`config.mk`:
```
export PLATFORM = sky130hd
export DESIGN_NAME = fx_match_pipe
export DESIGN_NICKNAME = d
export VERILOG_FILES = /design/src/rtl/fx_match_pipe.sv
export SDC_FILE = /design/constraint.sdc
export NUM_CORES = 1
export LEC_CHECK = 0
export CORE_ASPECT_RATIO = 0.6
export CORE_MARGIN = 3
export CORE_UTILIZATION = 45
export DETAILED_ROUTE_END_ITERATION = 10
export PLACE_DENSITY_LB_ADDON = 0.05
export SETUP_SLACK_MARGIN = 0.4
export SLEW_MARGIN = 10
export SYNTH_ARGS = -nofsm -noshare
export SYNTH_HDL_FRONTEND = slang
export SYNTH_SLANG_ARGS = --single-unit
export TNS_END_PERCENT = 20
```
`constraint.sdc`:
```
create_clock -name clk -period 2.83 [get_ports clk]
set_input_delay 0.566 -clock clk [delete_from_list [all_inputs] [get_ports clk]]
set_output_delay 0.566 -clock clk [all_outputs]
set_load 0.05 [all_outputs]
```
`src/rtl/fx_match_pipe.sv`:
```
// Fixed-point format converter: rounds or pads to the output format, then saturates or wraps.
// Optional overflow event counter on o_ovf_cnt when FX_MATCH_PIPE_OVF_CNT_EN is defined.
module fx_match_pipe #(
    parameter int IN_W       = 16,
    parameter int IN_FRAC    = 8,
    parameter int OUT_W      = 10,
    parameter int OUT_FRAC   = 4,
    parameter int ROUND_MODE = 1,
    parameter int SAT_EN     = 1,
    parameter int DELAY      = 2
) (
    input  logic             clk,
    input  logic             rst_n,
    input  logic             i_valid,
    input  logic [IN_W-1:0]  i_data,
    input  logic             i_clr_sticky,
    output logic             o_valid,
    output logic [OUT_W-1:0] o_data,
    output logic             o_ovf,
    output logic             o_ovf_sticky
`ifdef FX_MATCH_PIPE_OVF_CNT_EN
    ,
    output logic [15:0]      o_ovf_cnt
`endif
);

    localparam int D      = IN_FRAC - OUT_FRAC;
    // One guard bit above the quantized range keeps the rounding carry.
    localparam int Q_W    = IN_W - D + 1;
    localparam int STAGES = 1 + DELAY;

    logic [STAGES:0]         vld_pipe;
    logic signed [Q_W-1:0]   q_nxt;
    logic signed [Q_W-1:0]   s1_q;
    logic signed [OUT_W-1:0] ovf_data;
    logic                    ovf_nxt;
    logic [OUT_W-1:0]        d_pipe [DELAY:0];
    logic [DELAY:0]          ovf_pipe;
    logic                    ovf_hit;

    // Stage 1: quantization
    generate
        if (D > 0) begin : g_drop
            logic [Q_W-1:0] fl;
            logic [D-1:0]   frac;
            logic [D-1:0]   half;
            logic           inc;

            always_comb begin
                fl      = {i_data[IN_W-1], i_data[IN_W-1:D]};
                frac    = i_data[D-1:0];
                half    = '0;
                half[D-1] = 1'b1;
                inc     = 1'b0;
                case (ROUND_MODE)
                    0:       inc = 1'b0;
                    2:       inc = (frac > half) || ((frac == half) && fl[0]);
                    default: inc = (frac >= half);
                endcase
                q_nxt = $signed(fl + {{(Q_W-1){1'b0}}, inc});
            end
        end else begin : g_pad
            localparam int SH = -D;

            always_comb begin
                q_nxt = $signed({{(SH+1){i_data[IN_W-1]}}, i_data}) <<< SH;
            end
        end
    endgenerate

    // Stage 2: range check, clamp or wrap
    generate
        if (OUT_W >= Q_W) begin : g_pass
            always_comb begin
                ovf_nxt  = 1'b0;
                ovf_data = OUT_W'(s1_q);
            end
        end else begin : g_ovf
            logic [Q_W-OUT_W:0] top;

            always_comb begin
                top      = s1_q[Q_W-1:OUT_W-1];
                ovf_nxt  = !((&top) || !(|top));
                ovf_data = s1_q[OUT_W-1:0];
                if (ovf_nxt && (SAT_EN != 0))
                    ovf_data = s1_q[Q_W-1] ? {1'b1, {(OUT_W-1){1'b0}}}
                                           : {1'b0, {(OUT_W-1){1'b1}}};
            end
        end
    endgenerate

    always_ff @(posedge clk or negedge rst_n) begin
        if (!rst_n) vld_pipe <= '0;
        else        vld_pipe <= {vld_pipe[STAGES-1:0], i_valid};
    end

    always_ff @(posedge clk or negedge rst_n) begin
        if (!rst_n)       s1_q <= '0;
        else if (i_valid) s1_q <= q_nxt;
    end

    // Each data stage loads only when the valid entering it is set.
    always_ff @(posedge clk or negedge rst_n) begin
        if (!rst_n) begin
            for (int k = 0; k <= DELAY; k++) d_pipe[k] <= '0;
            ovf_pipe <= '0;
        end else begin
            if (vld_pipe[0]) begin
                d_pipe[0]   <= ovf_data;
                ovf_pipe[0] <= ovf_nxt;
            end
            for (int k = 1; k <= DELAY; k++) begin
                if (vld_pipe[k]) begin
                    d_pipe[k]   <= d_pipe[k-1];
                    ovf_pipe[k] <= ovf_pipe[k-1];
                end
            end
        end
    end

    assign o_valid = vld_pipe[STAGES];
    assign o_data  = d_pipe[DELAY];
    assign o_ovf   = ovf_pipe[DELAY];
    assign ovf_hit = o_valid & o_ovf;

    // Set beats clear when both land on the same cycle.
    always_ff @(posedge clk or negedge rst_n) begin
        if (!rst_n) o_ovf_sticky <= 1'b0;
        else        o_ovf_sticky <= ovf_hit | (o_ovf_sticky & ~i_clr_sticky);
    end

`ifdef FX_MATCH_PIPE_OVF_CNT_EN
    always_ff @(posedge clk or negedge rst_n) begin
        if (!rst_n)                         o_ovf_cnt <= '0;
        else if (i_clr_sticky)              o_ovf_cnt <= '0;
        else if (ovf_hit && ~&o_ovf_cnt)    o_ovf_cnt <= o_ovf_cnt + 16'd1;
    end
`endif

endmodule

```
Word level (Yosys, flattened, before mapping):

Cells that the tools add are included.

* reduce and logical (&&, ||, !) cells: 5
* add/subtract/negate cells: 1
* bitwise operators: 4
* magnitude comparators: 1
* mux-type cells: 2

Operator list (number)
* $mux W10: 2
* $add A12 B2 Y13: 1
* $ge A4 B4 Y1 const B: 1
* $reduce_and A4 Y1: 1
* $reduce_or A4 Y1: 1
* $and A1 B1 Y1: 2
* $logic_not A1 Y1: 2
* $logic_or A1 B1 Y1: 1
* $not A1 Y1: 1
* $or A1 B1 Y1: 1

* bits of input ports: 20
* word-level logic and storage cells: 22
* output and inout bits: 13
* bits in registers: 51

Depth between registers and ports, before layout:

Gate-level depths: netlist of the first run.

* depth after elaboration: 4
* gate-level depth with buffers: 6
* gate-level depth less buffers: 6

Worst setup path after synthesis of the first run:

Ideal clock, no wire load.

* path type: input to register
* from: input port i_data[3]
* to: register s1_q[10]
* arrival: 1.762 ns
* buffers on the path: 0
* slack: 0.991 ns
* data required time: 2.753 ns
* stages on the path: 6
* library setup time: 0.077 ns
* path through: ha_1 ha_1 nand4_1 or4_4 xor2_1 a21oi_1

* cells in the longest elaborated chain, start to end: 2

RTL lines
* start: declaration: line 15 `input logic [IN_W-1:0] i_data,`
* $ge A4 B4 Y1: line 58 `default: inc = (frac >= half);`
* $add A12 B2 Y13: line 60 `q_nxt = $signed(fl + {{(Q_W-1){1'b0}}, inc});`
* end signal: assignment: line 99 `else if (i_valid) s1_q <= q_nxt;`
* end: declaration: line 34 `logic signed [Q_W-1:0] s1_q;`

No other way between the ends.
A chain may end at the register's enable or synchronous reset.

Worst setup path in the final report of the first run:

Same ends and word-level chain as after synthesis.

==> flow_metrics.tcl, run 1 <==
set metrics [dict create \
    outcome "complete, no violations" \
    ys_warn_count 0 \
    viasPerCell 4.90 \
    max_freq_mhz 464 \
    path_class "in2reg" \
    crit_required_ns 3.05 \
    io_pins 33 \
    layout_common_cells "dfrtp_1, clkdlybuf4s50_1, mux2_2" \
    min_path_type "in2async" \
    final.setup.tns_ns 0 \
    crit_chain "clkdlybuf4s50_1, ha_1, ha_1, nand4_1, or4_4, xor2_1, a21oi_1" \
    nets 227 \
    netlist.area_leader.share_pct 59.5 \
    clock-sinks 51 \
    h-tree-depth 2 \
    cap_violations 0 \
    syn_area_sq_um 2140 \
    grt_max_degree 37 \
    clkTransAtPathRegs_ns 0.09 \
    antenna_cells 0 \
    postCtsHoldBufs 0 \
    dp.cells 258 \
    fin_cells 266 \
    syn_nets 206 \
    clk_latency_ns 0.30 \
    antenna_found_initial 0 \
    slowest_delay_ns 0.46 \
    dieArea_sq_um 5650 \
    io_buffers 29 \
    final_common_cell "dfrtp_1" \
    syn_avg_cell_area_sq_um 11.6 \
    dieHeight_um 59.5 \
    leakage_nw 1.01 \
    cts_tree "yes" \
    synth_cell_types 23 \
    root_buffer "clkbuf_8" \
    path_max_fanout 4 \
    synthCells 184 \
    grt-ovfl-total 0 \
    p_total_w 0.00179 \
    start_util_pct 49.3 \
    cp_common_cell "ha_1" \
    placementRows 18 \
    hold_viol_final 0 \
    synth_area_leaders "dfrtp_1, mux2_2, a21oi_1" \
    hpwl_mm 2.66 \
    finalSetupViolations 0 \
    finalCritPeriodShare_pct 76.2 \
    cts_setup_buffers 0 \
    drt_first_pass_iters 3 \
    clockBufferDepth 2 \
    drt-initial-drc-count 42 \
    finalMaxSlewViolations 0 \
    synth_top_cell_by_area "dfrtp_1" \
    cp_slowest_cell "clkdlybuf4s50_1" \
    critPathLaunchType "primary input" \
    wl_mm 3.48 \
    die_x_um 95.1 \
    wl_per_cell_um 13.1 \
    drive_above_1_share_pct 18.4 \
    rsz0062_at_grt "no" \
    min_period_ns 2.16 \
    cts_resized 0 \
    worst_slew_pin_slew_ns 0.716 \
    skew_ns 0.00360 \
    ant_nets 0 \
    yosysSeqAreaShare_pct 59.5 \
    cts_buffers 5 \
    power.density_nw_per_um2 707 \
    remaining_drc_errors 0 \
    irDropWorstVdd_mv 0.376 \
    grt_pass1_vias 1358 \
    grt_pass1_wl_mm 6.02 \
    critPathCaptureType "flop" \
    core_sq_um 4350 \
    routabilityCongestion 0.713 \
    worstPathArrival_ns 2.38 \
    vias 1304 \
    slew_headroom_pct 52.3 \
    syn_to_final_growth_pct 18.0 \
    gr-usage-all-layers_pct 14.2 \
    ys_ff_latch 51 \
]
[kinds of logic (layout without fill, tap and decap cells)]
| logic type | Yosys count | count (layout) | share of synthesized area, % |
|---|---|---|---|
| AO/OA/AOI/OAI | 23 | 23 | 5.72 |
| XOR/XNOR | 10 | 10 | 4.09 |
| adder cells (fa/ha/maj) | 2 | 2 | 1.17 |
| buffers and inverters | 23 | 45 | 5.78 |
| flip-flops | 51 | 51 | 59.5 |
| multiplexers | 26 | 26 | 13.6 |
| AND/OR/NAND/NOR | 49 | 49 | 10.1 |
[cell usage after synthesis]
cell type / count
o2bb2ai_1: 1
inv_1: 6
o21a_1: 1
o21ai_0: 1
nand3_2: 1
nor3_1: 3
a21oi_1: 19
nor2_1: 21
or4_4: 1
xor2_1: 4
buf_4: 10
nand3_1: 4
nand2_1: 15
mux2i_1: 1
xnor2_1: 6
o22ai_1: 1
nand4_1: 1
or2_1: 1
clkbuf_1: 7
dfrtp_1: 51
ha_1: 2
nor4_1: 2
mux2_2: 25
[path summary, 6_finish.rpt]
check	from	endpoint	slack [ns]	depth (start not counted)
hold reg to reg	vld_pipe[3]	o_ovf_sticky	0.50	2
hold / removal	rst_n	o_ovf_sticky	0.15	1
setup / recovery	i_data[3]	s1_q[10]	0.67	7
setup reg to reg	s1_q[10]	d_pipe[1]	1.39	4
min in group clk	vld_pipe[3]	o_ovf_sticky	0.50	2
max in group asynchronous	rst_n	s1_q[2]	1.93	2
[final cells by class]
| type | count | area, sq um |
|---|---|---|
| fill | 356 | 1820 |
| sequential | 51 | 1280 |
| multi-input combinational | 110 | 743 |
| timing repair buffer | 31 | 300 |
| tap | 60 | 75.1 |
| clock buffer | 5 | 68.8 |
| clock inverter | 3 | 43.8 |
| inverter | 6 | 22.5 |
[where the power goes]
group / internal (W) / switching (W) / leakage (nW)
logic: 0.000167 / 0.000231 / 0.390
clock network: 0.000263 / 0.000229 / 0.0581
registers: 0.000837 / 0.0000627 / 0.564
total: 0.00127 / 0.000522 / 1.01
[sequential cells by signal, indices dropped and copies added, names as in the netlist]
register	flops
o_data	10
d_pipe	20
ovf_pipe	3
o_ovf_sticky	1
s1_q	13
vld_pipe	4
[per-layer routing]
metal	wire length, um	vias up	GRT usage, %
met5	0	-	0
met3	131	7	4.82
met2	1600	17	22.2
li1	-	649	-
met4	37	0	5.54
met1	1720	631	18.4
[per-stage QoR]
step / utilization, % / area, sq um / hold WS (ns) / setup slack, ns
after CTS: 58.2 / 2530 / 0.145 / 0.667
after global routing: 58.2 / 2530 / 0.148 / 0.562
after global placement: 55.6 / 2420 / 0.468 / 0.390
after floorplan: - / 2140 / 0.270 / 0.991
after detailed placement: 55.6 / 2420 / 0.484 / 0.360
final: 58.2 / 2530 / 0.149 / 0.675
[worst max-delay path: cells and delay by family]
family          cells  cell delay [ns]
compound gates      1             0.15
xor+xnor            1             0.15
fa+ha+maj           2             0.39
buf+inv             1             0.46
simple gates        2             0.66
Power figures use the tool's default switching activity.
==> run 2, diff against run 1 <==
==> constraint.sdc (replaced) <==
create_clock -name clk -period 1.7 [get_ports clk]
set_input_delay 0.34 -clock clk [delete_from_list [all_inputs] [get_ports clk]]
set_output_delay 0.34 -clock clk [all_outputs]
set_load 0.05 [all_outputs]
==> flow_metrics.tcl, run 2 (synthesis gave the netlist of run 1 again) <==
set metrics [dict create \
    viasPerCell 4.89 \
    cts_tree "yes" \
    critPathCaptureType "flop" \
    syn_to_final_growth_pct 25.5 \
    layout_common_cells "dfrtp_1, buf_4, mux2_2" \
    final_common_cell "dfrtp_1" \
    dieHeight_um 59.5 \
    power.density_nw_per_um2 1070 \
    min_path_type "in2async" \
    dp_slack_ns -0.362 \
    worstPathArrival_ns 1.52 \
    start_util_pct 49.3 \
    fill_cells 351 \
    nets 245 \
    stdcell_area_sq_um 2690 \
    max_freq_mhz 776 \
    remaining_drc_errors 0 \
    routabilityCongestion 0.724 \
    drive_above_1_share_pct 35.3 \
    h-tree-depth 2 \
    irDropWorstVdd_mv 0.618 \
    grt_pass1_vias 1436 \
    clk_latency_ns 0.30 \
    worst_slew_pin_slew_ns 0.495 \
    leakage_nw 1.13 \
    dieArea_sq_um 5650 \
    cap_violations 0 \
    regMostFlops "d_pipe" \
    finalMaxSlewViolations 0 \
    wl_mm 3.90 \
    slew_headroom_pct 67.0 \
    critPathLaunchType "primary input" \
    reg2regPathDepth 4 \
    timing.rr.start "s1_q[10]" \
    r2r-end "d_pipe[1]" \
    path_max_fanout 2 \
    clock-sinks 51 \
    io_buffers 29 \
    clockBufferDepth 2 \
    outcome "complete, no violations" \
    die_x_um 95.1 \
    wl_per_cell_um 13.7 \
    crit_required_ns 1.93 \
    rsz0062_at_grt "yes" \
    min_period_ns 1.29 \
    grt-ovfl-total 0 \
    postCtsHoldBufs 0 \
    path_class "in2reg" \
    cts_buffers 5 \
    gr-usage-all-layers_pct 15.2 \
    io_pins 33 \
    largest_register_ffs 20 \
    finalSetupViolations 0 \
    hpwl_mm 2.97 \
    whs_ns 0.00743 \
    setup_ws_ns 0.411 \
    core_sq_um 4350 \
    ant_nets 0 \
    vias 1390 \
    finalCritPeriodShare_pct 75.8 \
    place_area_sq_um 2550 \
    drt-initial-drc-count 42 \
    antenna_cells 0 \
    grt_max_degree 52 \
    placementRows 18 \
    root_buffer "clkbuf_8" \
    clkTransAtPathRegs_ns 0.10 \
    antenna_found_initial 0 \
    r2r_slack_ns 0.45 \
    drt_first_pass_iters 4 \
    utilization_pct 61.9 \
    skew_ns 0.0102 \
    grt_pass1_wl_mm 6.46 \
    hold_viol_final 0 \
]
==> run 2: changes by cell type in the layout (fill, tap and decap cells not counted), sizes merged <==
cell,delta
clkdlybuf4s50,-24
inv,+1
clkinvlp,+2
buf,+34
clkinv,-2
bufinv,-1
dlygate4sd2,+8
==> run 2: timing repair <==
item	CTS	global route
buffers inserted	0	1
pin swaps	7	4
gates resized for setup	24	6
setup endpoints to repair	20	13
endpoints found under the hold margin	0	0
==> run 2: worst max-delay path, cell delays in order <==
cell	delay (ns)
buf_6	0.08
ha_4	0.13
ha_4	0.12
nand4_1	0.13
or4_4	0.44
xor2_1	0.17
a21oi_1	0.11
==> run 2: worst max-delay path by stage <==
stage,startpoint,to,slack [ns],cells after the start
floorplan,i_data[3],s1_q[10],0.21,6
global placement,i_data[3],s1_q[10],-0.34,7
detailed placement,i_data[3],s1_q[10],-0.36,7
CTS,i_data[4],s1_q[10],0.29,7
global route,i_data[14],s1_q[11],0.33,5
finish,i_data[4],s1_q[10],0.41,7
==> run 2: metrics by stage <==
step / total power (W) / cells / setup TNS (ns)
2_1_floorplan: 0.00202 / 184 / 0
3_3_place_gp: 0.00219 / 275 / -1.60
3_5_place_dp: 0.00222 / 275 / -1.88
4_1_cts: 0.00290 / 283 / 0
5_1_grt: 0.00303 / 284 / 0
6_report: 0.00288 / 284 / 0
==> run 2: where the power goes <==
group,internal [W],switching [W]
logic,0.000280,0.000410
registers,0.00139,0.000107
clock network,0.000294,0.000397
==> run 2: routing by layer <==
| metal | routed length [um] | vias up | global-route usage (%) | part of all wire (%) |
|---|---|---|---|---|
| met3 | 120 | 2 | 4.19 | 3.1 |
| li1 | - | 687 | - | - |
| met4 | 8 | 0 | 4.11 | 0.20 |
| met2 | 1920 | 15 | 26.6 | 49 |
| met5 | 0 | - | 0 | 0 |
| met1 | 1860 | 686 | 18.7 | 48 |
==> run 2: cell type report <==
type                    instances  area [sq um]  share of cell area (%)
flip-flops and latches         51          1280                    47.5
clock inverters                 3          23.8                   0.884
clock buffers                   5          68.8                    2.56
repair buffers                 49           403                    15.0
multi-input cells             110           820                    30.5
inverters                       6          22.5                   0.838
well taps                      60          75.1                    2.79
==> run 3, diff against run 2 <==
==> constraint.sdc (replaced) <==
create_clock -name clk -period 1.1 [get_ports clk]
set_input_delay 0.22 -clock clk [delete_from_list [all_inputs] [get_ports clk]]
set_output_delay 0.22 -clock clk [all_outputs]
set_load 0.05 [all_outputs]
==> flow_metrics.tcl, run 3 (synthesis gave the netlist of run 1 again) <==
set metrics [dict create \
    grt_max_degree 52 \
    power.density_nw_per_um2 1670 \
    grt_pass1_vias 1605 \
    core_sq_um 4350 \
    cts_buffers 5 \
    die_x_um 95.1 \
    path_max_fanout 5 \
    stdcell_area_sq_um 3280 \
    path_class "reg2reg" \
    drt-initial-drc-count 70 \
    dieHeight_um 59.5 \
    start_util_pct 49.3 \
    final_common_cell "dfrtp_1" \
    grt-ovfl-total 0 \
    wl_per_cell_um 17.0 \
    layout_common_cells "dfrtp_1, nor2_1, buf_12" \
    cts_tree "yes" \
    crit_required_ns 1.34 \
    busiest_layer "met2" \
    nets 257 \
    slew_headroom_pct 82.0 \
    max_freq_mhz 780 \
    clk_latency_ns 0.31 \
    ant_nets 0 \
    placementRows 18 \
    p_total_w 0.00550 \
    use_met1_pct 22.2 \
    antenna_found_initial 0 \
    skew_ns 0.00843 \
    worst_slew_pin_slew_ns 0.270 \
    finalCritPeriodShare_pct 116 \
    critPathCaptureType "flop" \
    worstPathArrival_ns 1.52 \
    root_buffer "clkbuf_8" \
    gr-usage-all-layers_pct 18.5 \
    vias 1517 \
    critPathLaunchType "flop" \
    clkTransAtPathRegs_ns 0.10 \
    irDropWorstVdd_mv 1.19 \
    h-tree-depth 2 \
    largest_register_ffs 20 \
    setup_ws_ns -0.181 \
    finalMaxSlewViolations 0 \
    min_period_ns 1.28 \
    regMostFlops "d_pipe" \
    grt_pass1_wl_mm 7.77 \
    hpwl_mm 3.09 \
    finalSetupViolations 19 \
    routabilityCongestion 0.706 \
    grt_util_met3_pct 5.20 \
    io_buffers 29 \
    utilization_pct 75.5 \
    remaining_drc_errors 0 \
    leakage_nw 1.43 \
    drive_above_1_share_pct 51.3 \
    grt_use_met2_pct 32.8 \
    syn_to_final_growth_pct 53.1 \
    whs_ns 0.0878 \
    outcome "finished, violations left" \
    hold_viol_final 0 \
    viasPerCell 5.13 \
    min_path_type "in2async" \
    rsz0062_at_grt "yes" \
    dieArea_sq_um 5650 \
    cap_violations 0 \
    clock-sinks 51 \
    wl_mm 5.04 \
    io_pins 33 \
    antenna_cells 0 \
    clockBufferDepth 2 \
    violations "setup timing" \
    place_area_sq_um 2860 \
    drt_first_pass_iters 4 \
]
-- run 3: metrics by stage --
stage	setup WS (ns)	instances	setup TNS [ns]
6_report	-0.181	296	-1.73
5_1_grt	-0.238	296	-2.61
4_1_cts	-0.165	293	-1.62
3_5_place_dp	-0.854	282	-8.64
3_3_place_gp	-0.811	282	-7.74
2_1_floorplan	-0.273	184	-1.68
-- run 3: area by class of cell --
class	instances	area, sq um
multi-input cells	111	1040
clock buffers	5	68.8
repair buffers	60	731
inverters	6	22.5
clock inverters	3	67.6
well taps	60	75.1
fillers	263	1060
flip-flops and latches	51	1280
-- run 3: final timing paths --
| path | startpoint | endpoint | slack, ns | cells past startpoint |
|---|---|---|---|---|
| worst max-delay path | s1_q[10] | d_pipe[8] | -0.18 | 5 |
| worst min-delay path | rst_n | o_ovf_sticky | 0.09 | 3 |
| worst max register to register | s1_q[10] | d_pipe[8] | -0.18 | 5 |
| worst min register to register | d_pipe[18] | d_pipe[18] | 0.52 | 1 |
| max in group asynchronous | rst_n | d_pipe[1] | 0.77 | 3 |
| min in group clk | i_data[4] | s1_q[0] | 0.25 | 3 |
-- run 3: critical path, cell delays in order, from the launching register on --
cell	delay, ns
dfrtp_1	0.44
nor3_4	0.20
buf_6	0.15
o2bb2ai_4	0.16
nand2_1	0.12
a21oi_2	0.15
-- run 3: layer usage --
metal | part of all wire, % | vias up
li1 | - | 712
met1 | 43 | 755
met2 | 51 | 41
met3 | 4.5 | 9
met4 | 1.4 | 0
met5 | 0 | -
-- run 3: power by group --
group	switching, W	total, W	internal [W]
clock	0.000630	0.00154	0.000907
combinational	0.000744	0.00158	0.000833
sequential	0.000227	0.00238	0.00216
-- run 3: timing repair --
item | 4_1_cts | 5_1_grt
gates resized for setup | 92 | 13
endpoints found under the hold margin | 51 | 0
pin swaps | 26 | 22
hold buffers | 1 | 0
setup buffers | 2 | 2
setup endpoints to repair | 62 | 109
cloned | 0 | 1
